==> config.mk <==
export PLATFORM = sky130hd
export DESIGN_NAME = antilog_decoder
export DESIGN_NICKNAME = d
export VERILOG_FILES = /design/src/rtl/antilog_decoder.sv
export SDC_FILE = /design/constraint.sdc
export NUM_CORES = 1
export LEC_CHECK = 0
export ABC_AREA = 1
export BUFFER_PORTS_ARGS = -buffer_cell sky130_fd_sc_hd__clkbuf_2
export CAP_MARGIN = 20
export CORE_MARGIN = 5
export CORE_UTILIZATION = 25
export DETAILED_ROUTE_END_ITERATION = 10
export GPL_ROUTABILITY_DRIVEN = 1
export RECOVER_POWER = 50
export SLEW_MARGIN = 25
export SYNTH_ARGS = -nofsm -noshare
export SYNTH_HDL_FRONTEND = slang
export SYNTH_SLANG_ARGS = --single-unit
==> constraint.sdc <==
create_clock -name clk -period 1.9 [get_ports clk]
set_input_delay 0.19 -clock clk [delete_from_list [all_inputs] [get_ports clk]]
set_output_delay 0.19 -clock clk [all_outputs]
set_load 0.01 [all_outputs]
==> src/rtl/antilog_decoder.sv <==
// rtl/antilog_decoder.sv - antilog back end: expands log-domain {k,x} into (1.x)*2^k
// Two-stage valid/ready pipeline; stage 1 holds the operands, stage 2 the shifted product.
module antilog_decoder #(
  parameter int LOG2_WIDTH = 4,
  parameter int WIDTH      = 2**LOG2_WIDTH
) (
  input  logic                  clk,
  input  logic                  rst_n,
  input  logic                  in_valid,
  output logic                  in_ready,
  input  logic [LOG2_WIDTH:0]   in_k,
  input  logic [WIDTH-2:0]      in_x,
  input  logic                  in_zero,
  output logic                  out_valid,
  input  logic                  out_ready,
  output logic [2*WIDTH-1:0]    out_p,
  output logic                  busy
);

  localparam int EXT_W = 3*WIDTH-1;

  logic                 s1_valid_q, s1_valid_d;
  logic [LOG2_WIDTH:0]  s1_k_q, s1_k_d;
  logic [WIDTH-2:0]     s1_x_q, s1_x_d;
  logic                 s1_zero_q, s1_zero_d;
  logic                 s2_valid_q, s2_valid_d;
  logic [2*WIDTH-1:0]   s2_p_q, s2_p_d;
  logic [2*WIDTH-1:0]   product;
  logic                 s2_adv;
  logic                 in_fire;

  assign s2_adv   = s1_valid_q & (~s2_valid_q | out_ready);
  assign in_ready = ~s1_valid_q | s2_adv;
  assign in_fire  = in_valid & in_ready;

  // Shift the implicit-one mantissa at full width, then drop the WIDTH-1 fraction bits (floor).
  assign product = s1_zero_q ? '0
                 : (2*WIDTH)'((EXT_W'({1'b1, s1_x_q}) << s1_k_q) >> (WIDTH-1));

  always_comb begin
    s1_valid_d = s1_valid_q;
    s1_k_d     = s1_k_q;
    s1_x_d     = s1_x_q;
    s1_zero_d  = s1_zero_q;
    s2_valid_d = s2_valid_q;
    s2_p_d     = s2_p_q;

    if (in_fire) begin
      s1_valid_d = 1'b1;
      s1_k_d     = in_k;
      s1_x_d     = in_x;
      s1_zero_d  = in_zero;
    end else if (s2_adv) begin
      s1_valid_d = 1'b0;
    end

    // out_p is held after a transfer; only the valid flag drops.
    if (s2_adv) begin
      s2_valid_d = 1'b1;
      s2_p_d     = product;
    end else if (out_ready) begin
      s2_valid_d = 1'b0;
    end
  end

  always_ff @(posedge clk or negedge rst_n) begin
    if (!rst_n) begin
      s1_valid_q <= 1'b0;
      s1_k_q     <= '0;
      s1_x_q     <= '0;
      s1_zero_q  <= 1'b0;
      s2_valid_q <= 1'b0;
      s2_p_q     <= '0;
    end else begin
      s1_valid_q <= s1_valid_d;
      s1_k_q     <= s1_k_d;
      s1_x_q     <= s1_x_d;
      s1_zero_q  <= s1_zero_d;
      s2_valid_q <= s2_valid_d;
      s2_p_q     <= s2_p_d;
    end
  end

  assign out_valid = s2_valid_q;
  assign out_p     = s2_p_q;
  assign busy      = s1_valid_q | s2_valid_q;

endmodule

* Word-level counts from Yosys, hierarchy flattened
Cells that the tools add are included.
** Operators by class
- $add $sub $neg :: 0
- $mul :: 0
- Divide/modulo/power cells :: 0
- $lt $le $gt $ge :: 0
- Equality and inequality tests :: 0
- Shifts and indexed selects :: 1
- Mux-type cells :: 5
- Bitwise logic cells :: 7
- Reductions and logical operators :: 2
** Operators with widths (number)
- $shl A16 B5 Y47 :: 1
- $mux W32 :: 1
- $mux W1 :: 4
- $reduce_bool A2 Y1 :: 2
- $or A1 B1 Y1 :: 3
- $and A1 B1 Y1 :: 2
- $not A1 Y1 :: 2
** Storage, ports and cells
- Flip-flop bits (word level) :: 55
- Bits in latches :: 0
- Memory bits (writable) :: 0
- Memory bits (read-only) :: 0
- Input port bits :: 25
- Output and inout port bits :: 35
- Word-level logic and storage cells :: 21
- Memories :: 0

* Depth between registers and ports, before layout
Gate-level depths: netlist of run 1.
- Depth in word-level cells :: 6
- Gate-level depth with buffers :: 11
- Gate-level depth less buffers :: 10

* Worst setup path after synthesis of run 1
No wires, ideal clock.
- Path kind :: flip-flop to flip-flop
- Start :: register s2_valid_q, in the netlist out_valid
- End :: register s1_x_q[2]
- Setup time :: 0.125 ns
- Arrival :: 1.227 ns
- Required time :: 1.775 ns
- Slack :: 0.548 ns
- Cell stages (with the launch flop) :: 5
- Buffers on the path :: 1
- Clock period less this slack :: 1.352 ns
- Path through :: dfrtp_1 -> nand3_1 -> nand2_1 -> buf_2 -> mux2_2
** Between the ends
- Cells in the longest elaborated chain, start to end :: 5
** RTL lines
- from (decl) :: RTL line 26 : logic s2_valid_q, s2_valid_d;
- from (signal assigned) :: RTL line 79 : s2_valid_q <= s2_valid_d;
- $not A1 Y1 :: RTL line 32 : assign s2_adv = s1_valid_q & (~s2_valid_q | out_ready);
- $or A1 B1 Y1 :: RTL line 32
- $and A1 B1 Y1 :: RTL line 32
- $or A1 B1 Y1 :: RTL line 33 : assign in_ready = ~s1_valid_q | s2_adv;
- net in_ready :: RTL line 10 : output logic in_ready,
- $and A1 B1 Y1 :: RTL line 34 : assign in_fire = in_valid & in_ready;
- to (signal assigned) :: RTL line 70 : s1_x_q <= '0;
- to (signal assigned) :: RTL line 77 : s1_x_q <= s1_x_d;
- to (decl) :: RTL line 24 : logic [WIDTH-2:0] s1_x_q, s1_x_d;
The timed path passes the listed nets, and every way through them passes these cells.
A chain may end at the register's enable or synchronous reset.

* Final worst setup path of run 1
- Start :: register s1_k_q[0]
- End :: register s2_p_q[19], in the netlist out_p[19]
** Between the ends
- Cells in the longest elaborated chain, start to end :: 2
** RTL lines
- from (decl) :: RTL line 23 : logic [LOG2_WIDTH:0] s1_k_q, s1_k_d;
- from (signal assigned) :: RTL line 76 : s1_k_q <= s1_k_d;
- $shl A16 B5 Y47 :: RTL line 38 : : (2*WIDTH)'((EXT_W'({1'b1, s1_x_q}) << s1_k_q) >> (WIDTH-1));
- $mux W32 :: RTL line 37 : assign product = s1_zero_q ? '0
- to (signal assigned) :: RTL line 80 : s2_p_q <= s2_p_d;
- to (decl) :: RTL line 27 : logic [2*WIDTH-1:0] s2_p_q, s2_p_d;
No other way between the ends.

==> key figures, run 1 <==
Clock network
  – Worst-path clk slew: about 0.07 ns
  – CTS buffer count: 5
  – Worst-skew pair later-pin latency: 0.30 ns
  – CTS tree: done
  – H-tree depth: 2
  – # Post-CTS Setup Buffers: 0
  – Clock root buffer: clkbuf_16
  – CTS sink cnt: 55
  – CTS Buffer Depth: 2

Critical path
  – Kind of end point of the critical path: flip-flop
  – Worst Reg-to-Reg Cells: 9
  – Crit path cell chain: buf_4, nand2_1, nand3_1, nand2_1, nand2_1, nand2_2, nand2_1, nand3_1, nand2_1
  – Worst r2r dst: out_p[19]$_DFFE_PN0P_
  – WP buf/inv: 1
  – CP Class: reg2reg
  – Crit path largest cell delay: 0.57 ns
  – Setup crit start: s1_k_q[0]$_DFFE_PN0P_
  – Most frequent CP cell: nand2_1
  – Critical path arrival: 1.88 ns
  – CP max FO: 12
  – R2R setup slack: approximately 0.26 ns
  – Family with the most delay on the worst path: simple AND/OR/NAND/NOR gates
  – Critical Path Start Type: flip-flop
  – Worst Path Required: 2.14 ns
  – Worst R2R Start: s1_k_q[0]$_DFFE_PN0P_
  – Critical-path top delay cell: dfrtp_1

Floorplan
  – Die width: 123 µm
  – Chip height: around 120 µm
  – I/O pins: 60
  – Core area: 12600 µm²
  – Num rows: 41
  – Initial Util: between 20% and 30%
  – Die Footprint: 15100 µm²

Final layout
  – Post-Layout Cell Count: 632
  – Layout area overhead: 18.7%
  – Most frequent cells in the layout: nand2_1 (152), nand3_1 (68), dfrtp_1 (55)
  – Diode count: 0
  – Fin area: 3790 µm²
  – Final #Nets: 484
  – Share of cells above drive strength 1: 24.6%
  – Commonest non-fill, non-tap cell in the layout: nand2_1

Min path
  – Hold wc startpoint: in_x[3]
  – Worst hold endpoint: s1_x_q[3]$_DFFE_PN0P_
  – HP Class: in2reg
  – Hold path cells: 2

Detailed routing
  – Detailed Route WL: 9540 µm
  – DRC violations left: 0
  – DR pass1 iterations: 4
  – Initial DRC count: 164
  – DR vias: between 2000 and 3000
  – Antenna viol nets, final: 0
  – Routed len/inst: 15.1 µm
  – Vias per std cell: 4.62

Timing
  – Final Skew: 0.00492 ns
  – Worst slew pin tran: 0.779 ns
  – Slew headroom: between 40% and 50%
  – Final max-slew violation count: 0
  – RSZ-0062 raised after global routing: no
  – Final Hold Fails: 0
  – Final worst setup slack: 0.265 ns
  – Crit share post-route: 86.1%
  – Fin crit period: 1.64 ns
  – Setup_tns: 0 ns
  – # setup viols final: 0
  – Fmax: 0.612 GHz

Yosys
  – Post-Syn Area: about 3200 µm²
  – Synthesized netlist net count: about 430
  – Most used DFF post-synth: dfrtp_1
  – Register area share after synthesis: 43.1%
  – Synth area leaders: dfrtp_1 (43%), nand2_1 (18%), nand3_1 (11%)
  – Post-synthesis cell count: 400
  – Avg Cell Area, Syn: 7.99 µm²
  – Cell variety after synth: 33
  – Post-synth top area share: 43.1%
  – Synth warn: 0
  – Post-synth EDFFs: 0
  – Post-synth ARST share: between 90% and 100%
  – Area leader, netlist: dfrtp_1
  – Number of synthesized register bits: 55

Global routing
  – Initial antenna violation count: 0
  – Largest net degree at the start of global routing: 56
  – First-pass GRT wire length: 15900 µm
  – GRT Util Overall: 13.4%
  – Vias in the first global route: 3056
  – Total grt overflow: 0

Placement
  – Post-DP Area: about 3700 µm²
  – IO Port Bufs: 59
  – Placed Cells incl. Taps: 623
  – Hpwl dp: 7510 µm
  – Gpl congestion: 0.887
  – Pre-CTS WS: around 0.3 ns

Run
  – Max cap viols: 0

Pwr
  – PD cells: 1070 nW/µm²
  – Clock Power Share: 23.3%
  – Internal: 2.41 mW
  – Flop pwr share: 39.8%
  – Comb pwr share: 36.9%
  – Pwr Total: 4.05 mW
  – Max rail drop VDD: between 0.3 and 0.4 mV
  – Leakage power: 1.95 nW
  – Switch share: 40.4%
  – P_sw: 1.63 mW

Run status
  – Status: finished, final reports clean
## cells by family (layout without fill, tap and decap cells)
family	after synthesis	count (layout)	synth area share [%]
AND/OR/NAND/NOR	271	271	40.2
flip-flops	55	55	43.1
buffers and inverters	35	95	6.42
AO/OA/AOI/OAI	25	25	5.37
multiplexers	14	14	4.94
## cells in the mapped netlist, types with 2 or more instances
library cell,n
a21oi_1,8
a22oi_1,4
buf_2,8
buf_4,4
buf_6,3
clkbuf_1,3
dfrtp_1,55
inv_1,12
mux2_2,14
nand2_1,152
nand2_2,9
nand2_4,4
nand3_1,68
nand3_2,13
nand4_1,5
nor2_1,14
nor2_2,2
o211ai_2,2
o21ai_1,4
o31ai_1,3
## metal layers
layer | vias up | part of all wire, % | global-route usage (%)
met3 | 13 | 5.4 | 2.29
met2 | 71 | 47 | 21.8
met1 | 1402 | 46 | 18.3
li1 | 1436 | - | -
met5 | - | 0 | 0
met4 | 0 | 1.8 | 4.36
## worst max-delay path by stage
stage,slack (ns),end,cells past startpoint
final,0.26,out_p[19]$_DFFE_PN0P_,9
after global routing,0.11,out_p[18]$_DFFE_PN0P_,9
after CTS,0.26,out_p[17]$_DFFE_PN0P_,7
after detailed placement,0.30,out_p[19]$_DFFE_PN0P_,9
after global placement,0.30,out_p[18]$_DFFE_PN0P_,9
after floorplan,0.55,s1_x_q[2]$_DFFE_PN0P_,4
## repair_timing
action                    CTS  global route
resized for setup           0             0
hold endpoints to repair   55             0
hold buffers                1             0
## power by group through the flow
stage | registers [mW] | clock network, mW | logic (mW)
after floorplan | 1.64 | 0 | 0.980
after global placement | 1.63 | 0 | 1.52
after detailed placement | 1.64 | 0 | 1.53
after CTS | 1.61 | 0.978 | 1.54
after global routing | 1.64 | 1.02 | 1.69
final | 1.61 | 0.945 | 1.49
## through the flow
step,hold WS (ns),utilization (%)
after global placement,0.215,29.2
final,0.120,30.2
after detailed placement,0.224,29.2
after CTS,0.119,30.4
after global routing,0.119,30.2
after floorplan,-0.106,-
## sequential cells by signal, indices dropped and copies added, names as in the netlist
| name | flops |
|---|---|
| out_valid | 1 |
| out_p | 32 |
| s1_valid_q | 1 |
| s1_zero_q | 1 |
| s1_k_q | 5 |
| s1_x_q | 15 |
## cell type report
cell class | instances | area, µm²
fill | 1387 | 8780
timing repair buffer | 72 | 374
tap | 172 | 215
multi-input combinational | 310 | 1610
clock inverter | 3 | 22.5
sequential | 55 | 1380
clock buffer | 5 | 125
inverter | 15 | 66.3
## worst reg2reg max path, stage by stage (launching register included)
cell     delay (ns)
dfrtp_1        0.57
buf_4          0.25
nand2_1        0.08
nand3_1        0.13
nand2_1        0.10
nand2_1        0.09
nand2_2        0.08
nand2_1        0.10
nand3_1        0.09
nand2_1        0.08
Power figures use the tool's default switching activity.
==> inputs of run 2 (changes only) <==
--- a/config.mk
+++ b/config.mk
@@ -12,6 +12,7 @@
 export CORE_UTILIZATION = 25
 export DETAILED_ROUTE_END_ITERATION = 10
 export GPL_ROUTABILITY_DRIVEN = 1
+export PLACE_DENSITY_LB_ADDON = 0.1
 export RECOVER_POWER = 50
 export SLEW_MARGIN = 25
 export SYNTH_ARGS = -nofsm -noshare
==> constraint.sdc (replaced) <==
create_clock -name clk -period 1.7 [get_ports clk]
set_input_delay 0.17 -clock clk [delete_from_list [all_inputs] [get_ports clk]]
set_output_delay 0.17 -clock clk [all_outputs]
set_load 0.01 [all_outputs]
==> run 2 against run 1 <==
  * Global-route usage up 1.2 points
  * First-iteration DRC count up 13%
  * Non-clock buffer count up 2
  * Hold slack worse by 0.029 ns
  * Routed wire length up 8.2%
  * Largest power group unchanged
  * Highest routed layer unchanged
==> key figures, run 2 (synthesis results as in run 1) <==
Critical path
  – Critical path arrival: 1.73 ns (-0.15 ns)
  – Critical-path top delay cell: dfrtp_2
  – Family with the most delay on the worst path: simple AND/OR/NAND/NOR gates
  – CP max FO: 7 (-5)
  – CP Class: reg2reg
  – Most frequent CP cell: nand2_1
  – WP buf/inv: 1 (unchanged)
  – Critical Path Start Type: flip-flop
  – Worst Path Required: 1.89 ns (-0.25 ns)
  – Kind of end point of the critical path: flip-flop
  – Crit path cell chain: buf_4, nand2_1, nand3_1, nand2_1, nand2_1, nand2_1, nand2_1, nand3_1, nand2_1
  – Crit path largest cell delay: 0.48 ns (-0.09 ns)

Timing
  – Fin crit period: 1.54 ns (-0.0989 ns)
  – Setup_tns: 0 ns (unchanged)
  – Final Hold Fails: 0 (unchanged)
  – Slew headroom: 46.1% (-1.9 points)
  – Worst slew pin tran: 0.808 ns (+0.0289 ns)
  – Crit share post-route: 90.4% (+4.3 points)
  – RSZ-0062 raised after global routing: no
  – Final Skew: 0.00943 ns (+0.00451 ns)
  – # setup viols final: 0 (unchanged)
  – Final max-slew violation count: 0 (unchanged)
  – Fmax: 0.651 GHz (+6.4%)

Pwr
  – Max rail drop VDD: 0.600 mV (+54%)
  – Internal: 2.72 mW (+13%)
  – PD cells: 1200 nW/µm² (+12%)
  – Pwr Total: 4.60 mW (+14%)
  – Comb pwr share: 37.6% (+0.7 points)
  – Flop pwr share: 38.6% (-1.2 points)
  – Switch share: 40.8% (+0.46 points)
  – P_sw: 1.88 mW (+15%)
  – Leakage power: 1.96 nW (+0.74%)
  – Clock Power Share: 23.8% (+0.5 points)

Floorplan
  – Die width: 123 µm (unchanged)
  – Initial Util: 25.4% (unchanged)
  – I/O pins: 60 (unchanged)
  – Chip height: 123 µm (unchanged)
  – Num rows: 41 (unchanged)
  – Die Footprint: 15100 µm² (unchanged)
  – Core area: 12600 µm² (unchanged)

Final layout
  – # fillers: 1381 (-0.43%)
  – Area of the multi-input gates: 1610 µm² (unchanged)
  – Diode count: 0 (unchanged)
  – Final #Nets: 486 (+0.41%)
  – Fin area: 3840 µm² (+1.2%)
  – Share of cells above drive strength 1: 25.1% (+0.54 points)
  – Most frequent cells in the layout: nand2_1 (152), nand3_1 (68), dfrtp_1 (54)
  – Fin util: 30.5% (+0.35 points)
  – Number of flip-flops under the largest register name: 32 (unchanged)
  – Layout area overhead: 20.1%
  – Commonest non-fill, non-tap cell in the layout: nand2_1
  – Storage cell area: 1380 µm² (about the same)
  – Post-Layout Cell Count: 634 (+0.32%)

Clock network
  – Worst-skew pair later-pin latency: 0.31 ns (about the same)
  – Clock root buffer: clkbuf_16
  – Worst-path clk slew: 0.07 ns (about the same)
  – CTS tree: done
  – CTS sink cnt: 55 (unchanged)
  – H-tree depth: 2 (unchanged)
  – # Post-CTS Setup Buffers: 0 (unchanged)
  – CTS Buffer Depth: 2 (unchanged)
  – CTS buffer count: 5 (unchanged)

Global routing
  – GRT Util Overall: 14.7% (+1.2 points)
  – Top Usage Layer GRT: met2
  – Initial antenna violation count: 0 (unchanged)
  – M2 GR Usage: 22.5% (+0.68 points)
  – GRT met3 Usage: 3.29% (+1.0 points)
  – First-pass GRT wire length: 16800 µm (+5.8%)
  – Largest net degree at the start of global routing: 56 (unchanged)
  – Vias in the first global route: 3045 (-0.36%)
  – Met1 Use GR: 20.5% (+2.2 points)
  – Total grt overflow: 0 (unchanged)

Detailed routing
  – DRC violations left: 0 (unchanged)
  – Initial DRC count: 186 (+13%)
  – Antenna viol nets, final: 0 (unchanged)
  – DR vias: 2936 (+0.48%)
  – DR pass1 iterations: 4 (unchanged)
  – Vias per std cell: 4.63 (+0.16%)
  – Detailed Route WL: 10300 µm (+8.2%)
  – Routed len/inst: 16.3 µm (+7.9%)

Placement
  – Post-DP Area: 3710 µm² (+1.1%)
  – IO Port Bufs: 59 (unchanged)
  – Placed Cells incl. Taps: 625 (+0.32%)
  – Hpwl dp: 7860 µm (+4.6%)
  – Gpl congestion: 0.873 (-1.5%)

Run status
  – Status: finished, final reports clean

Run
  – Max cap viols: 0 (unchanged)

Min path
  – HP Class: in2reg
-- run 2: path summary, 6_finish.rpt --
check | startpoint | end | slack (ns) | cells after the start
max | s1_k_q[0]$_DFFE_PN0P_ | out_p[18]$_DFFE_PN0P_ | 0.16 | 9
min | in_x[8] | s1_x_q[8]$_DFFE_PN0P_ | 0.09 | 2
max reg2reg | s1_k_q[0]$_DFFE_PN0P_ | out_p[18]$_DFFE_PN0P_ | 0.16 | 9
min reg2reg | out_p[12]$_DFFE_PN0P_ | out_p[12]$_DFFE_PN0P_ | 0.48 | 2
max in group asynchronous | rst_n | s1_k_q[0]$_DFFE_PN0P_ | 0.52 | 3
min in group asynchronous | rst_n | out_p[31]$_DFFE_PN0P_ | 0.60 | 3
-- run 2: repair_timing --
item / 4_1_cts / 5_1_grt
hold buffers: 1 / 0
resized for setup: 0 / 1
endpoints found under the hold margin: 55 / 0
setup endpoints to repair: 0 / 3
-- run 2: per-layer routing --
layer | routed length, µm | vias to the layer above
li1 | - | 1449
met1 | 4870 | 1391
met2 | 4660 | 83
met3 | 591 | 13
met4 | 195 | 0
met5 | 0 | -
-- run 2: worst register-to-register path, cell delays in order, from the launching register on --
cell	delay (ns)
dfrtp_2	0.48
buf_4	0.18
nand2_1	0.07
nand3_1	0.12
nand2_1	0.09
nand2_1	0.08
nand2_1	0.15
nand2_1	0.09
nand3_1	0.11
nand2_1	0.05
-- run 2: metrics by stage --
step           setup WS [ns]  hold WS (ns)
6_report               0.164        0.0908
5_1_grt               0.0491        0.0831
4_1_cts               0.0912        0.0848
3_5_place_dp           0.113         0.210
3_3_place_gp           0.142         0.212
2_1_floorplan          0.348        -0.126
-- run 2: cell type report --
| class | count | area share [%] |
|---|---|---|
| clock buffers | 5 | 3.26 |
| repair buffers | 74 | 10.8 |
| flip-flops and latches | 55 | 35.9 |
| multi-input cells | 310 | 42.0 |
| well taps | 172 | 5.61 |
| clock inverters | 3 | 0.652 |
| inverters | 15 | 1.73 |
-- run 2: power by group through the flow --
stage	Sequential (mW)	Combinational (mW)	Clock, mW
after global routing	1.81	1.96	1.18
final	1.78	1.73	1.09
after floorplan	1.84	1.10	0
after global placement	1.81	1.79	0
after detailed placement	1.81	1.78	0
after CTS	1.78	1.79	1.13
==> inputs of run 3 (changes only) <==
--- a/config.mk
+++ b/config.mk
@@ -5,7 +5,6 @@
 export SDC_FILE = /design/constraint.sdc
 export NUM_CORES = 1
 export LEC_CHECK = 0
-export ABC_AREA = 1
 export BUFFER_PORTS_ARGS = -buffer_cell sky130_fd_sc_hd__clkbuf_2
 export CAP_MARGIN = 20
 export CORE_MARGIN = 5
==> constraint.sdc (replaced) <==
create_clock -name clk -period 1.5 [get_ports clk]
set_input_delay 0.15 -clock clk [delete_from_list [all_inputs] [get_ports clk]]
set_output_delay 0.15 -clock clk [all_outputs]
set_load 0.01 [all_outputs]
==> run 3 against run 2 <==
  * Clock skew fell by 0.0047 ns
  * Highest routed layer unchanged
  * Final cell count grew 7.9%
  * Area after synthesis grew 9.4%
  * First-iteration DRC count up 6.5%
  * Clock power is 13% higher
  * Routed wire length rose by 28%
  * Critical path depth shrank 4
  * Global-route usage up 1.5 points
  * Clock-buffer cell count increased by 1
  * Largest power group is now combinational logic
  * The flow now finishes with violations (setup timing)
  * Combinational power is 94% higher
==> key figures, run 3 <==
Detailed routing
  – Detailed Route WL: 13200 µm (+28%)
  – DR pass1 iterations: 4 (unchanged)
  – Initial DRC count: 198 (+6.5%)
  – Routed len/inst: 19.3 µm (+18%)
  – DR vias: 3415 (+16%)
  – Vias per std cell: 4.99 (+7.8%)
  – Antenna viol nets, final: 0 (unchanged)
  – DRC violations left: 0 (unchanged)

Timing
  – Crit share post-route: 127% (+37 points)
  – Worst slew pin tran: 0.780 ns (-0.0279 ns)
  – Fin Hold WS: 0.0653 ns (-0.0254 ns)
  – Final worst setup slack: -0.404 ns (-0.567 ns)
  – Final max-slew violation count: 0 (unchanged)
  – Fmax: 0.525 GHz (-19%)
  – Final Skew: 0.00469 ns (-0.00474 ns)
  – Setup_tns: -8.48 ns (-8.48 ns)
  – RSZ-0062 raised after global routing: yes
  – Final Hold Fails: 0 (unchanged)
  – # setup viols final: 37 (+37)
  – Slew headroom: 48.0% (+1.9 points)
  – Fin crit period: 1.90 ns (+0.367 ns)

Clock network
  – Worst-skew pair later-pin latency: 0.31 ns (about the same)
  – H-tree depth: 2 (unchanged)
  – CTS buffer count: 5 (unchanged)
  – CTS Buffer Depth: 2 (unchanged)
  – Clock root buffer: clkbuf_16
  – CTS sink cnt: 55 (unchanged)
  – Worst-path clk slew: 0.07 ns (about the same)
  – CTS tree: done

Critical path
  – Worst R2R Start: s1_k_q[1]$_DFFE_PN0P_
  – Critical Path Start Type: flip-flop
  – CP Class: reg2reg
  – Critical path arrival: 2.16 ns (+0.43 ns)
  – CP max FO: 7 (unchanged)
  – Worst Path Required: 1.76 ns (-0.13 ns)
  – Kind of end point of the critical path: flip-flop
  – Setup crit start: s1_k_q[1]$_DFFE_PN0P_

Floorplan
  – Die Footprint: 16400 µm² (+8.7%)
  – Initial Util: 25.4% (-0.034 points)
  – Die width: 128 µm (+4.2%)
  – Num rows: 43 (+4.9%)
  – Chip height: 128 µm (+4.2%)
  – Core area: 13800 µm² (+9.6%)
  – I/O pins: 60 (unchanged)

Global routing
  – GRT Util Overall: 16.2% (+1.5 points)
  – First-pass GRT wire length: 20600 µm (+23%)
  – Total grt overflow: 0 (unchanged)
  – Initial antenna violation count: 0 (unchanged)
  – Vias in the first global route: 3567 (+17%)
  – Largest net degree at the start of global routing: 56 (unchanged)

Pwr
  – PD cells: 1190 nW/µm² (-1.2%)
  – Leakage power: 2.49 nW (+27%)
  – Max rail drop VDD: 0.622 mV (+3.7%)
  – Pwr Total: 6.56 mW (+42%)

Yosys
  – Top-count cell post-synth: dfrtp_1
  – Post-synth ARST share: 100% (unchanged)
  – Cell variety after synth: 55 (+67%)
  – Synthesized netlist net count: 358 (-16%)
  – Number of synthesized register bits: 55 (unchanged)
  – Synth area leaders: dfrtp_1 (39%), mux2_2 (8.4%), mux2i_1 (5.4%)
  – Avg Cell Area, Syn: 10.5 µm² (+31%)
  – Register area share after synthesis: 39.4% (-3.7 points)
  – Most common library cells after synthesis: dfrtp_1 (55), nand2_1 (33), mux2_2 (26), o21ai_0 (21), mux2i_1 (19)
  – Post-Syn Area: 3500 µm² (+9.4%)
  – Post-synth top area share: 39.4% (-3.7 points)
  – Most used DFF post-synth: dfrtp_1
  – Synth warn: 0 (unchanged)
  – Post-synth EDFFs: 0 (unchanged)
  – Area leader, netlist: dfrtp_1
  – Post-synthesis cell count: 333 (-17%)

Final layout
  – Commonest non-fill, non-tap cell in the layout: buf_4
  – Layout area overhead: 58.3%
  – Number of flip-flops under the largest register name: 32 (unchanged)
  – Most frequent cells in the layout: buf_4 (101), clkbuf_2 (59), dfrtp_1 (52)
  – Post-Layout Cell Count: 684 (+7.9%)
  – Diode count: 0 (unchanged)
  – Share of cells above drive strength 1: 57.5% (+32 points)
  – Fin util: 40.2% (+9.6 points)
  – Final #Nets: 528 (+8.6%)
  – Fin area: 5530 µm² (+44%)

Placement
  – Gpl congestion: 0.870 (-0.39%)
  – Pre-CTS WS: -0.571 ns (-0.684 ns)
  – Placed Cells incl. Taps: 651 (+4.2%)
  – IO Port Bufs: 59 (unchanged)
  – Hpwl dp: 9900 µm (+26%)
  – Post-DP Area: 4790 µm² (+29%)

Run status
  – Status: complete, but fails checks
  – Failing checks: setup timing

Min path
  – HP Class: in2reg
  – Hold wc startpoint: in_x[6]

Run
  – Max cap viols: 0 (unchanged)
run 3: changes by cell type in the layout (fill, tap and decap cells not counted), moves of 13 or more:
cell      before  now
nand2_1      152   30
buf_4         11  101
nand3_1       68    7
clkbuf_2      42   59
buf_6          0   16
clkbuf_1      17    2
mux4_2         0   14
nand3_2       13    0
run 3: worst paths after layout:
| path | end | slack (ns) | cells after the start |
|---|---|---|---|
| worst max-delay path | out_p[15]$_DFFE_PN0P_ | -0.40 | 5 |
| worst min-delay path | s1_x_q[6]$_DFFE_PN0P_ | 0.07 | 2 |
| worst min register to register | out_p[25]$_DFFE_PN0P_ | 0.48 | 2 |
| max in group asynchronous | s1_k_q[1]$_DFFE_PN0P_ | 0.34 | 3 |
| min in group asynchronous | out_p[31]$_DFFE_PN0P_ | 0.56 | 3 |
| worst max register to register | out_p[15]$_DFFE_PN0P_ | -0.40 | 5 |
run 3: where the power goes:
group / total (mW) / switching, mW / internal [mW] / leakage, nW
Sequential: 1.98 / 0.251 / 1.73 / 0.698
Combinational: 3.36 / 1.57 / 1.78 / 1.73
Clock: 1.23 / 0.598 / 0.628 / 0.0675
run 3: logic make-up (layout without fill, tap and decap cells):
group / Yosys count / after routing / synth area share [%]
AO/OA/AOI/OAI: 88 / 88 / 18.1
multiplexers: 59 / 59 / 23.5
buffers and inverters: 33 / 204 / 4.44
flip-flops: 55 / 55 / 39.4
AND/OR/NAND/NOR: 98 / 98 / 14.6
run 3: timing repair:
item | CTS | global route
pin swaps | 30 | 9
endpoints found under the hold margin | 55 | 0
setup buffers | 20 | 1
resized for setup | 73 | 27
setup endpoints to repair | 30 | 53
cloned | 1 | 3
hold buffers | 1 | 0
run 3: critical path, cell delays in order, from the launching register on:
cell       delay [ns]
dfrtp_4          0.50
buf_12           0.16
buf_12           0.12
mux4_2           0.57
a2111oi_4        0.37
a21o_1           0.12
run 3: layer usage:
| metal | track usage (%) | wire length (µm) | up-vias |
|---|---|---|---|
| met2 | 25.8 | 6260 | 84 |
| met5 | 0 | 0 | - |
| met3 | 2.96 | 574 | 26 |
| li1 | - | - | 1631 |
| met4 | 4.99 | 278 | 0 |
| met1 | 22.2 | 6070 | 1674 |
run 3: layout make-up:
class,instances,area [µm²]
repair buffers,190,1480
clock buffers,6,129
well taps,180,225
fillers,1405,8240
multi-input cells,245,2270
inverters,6,22.5
flip-flops and latches,55,1380
clock inverters,2,16.3
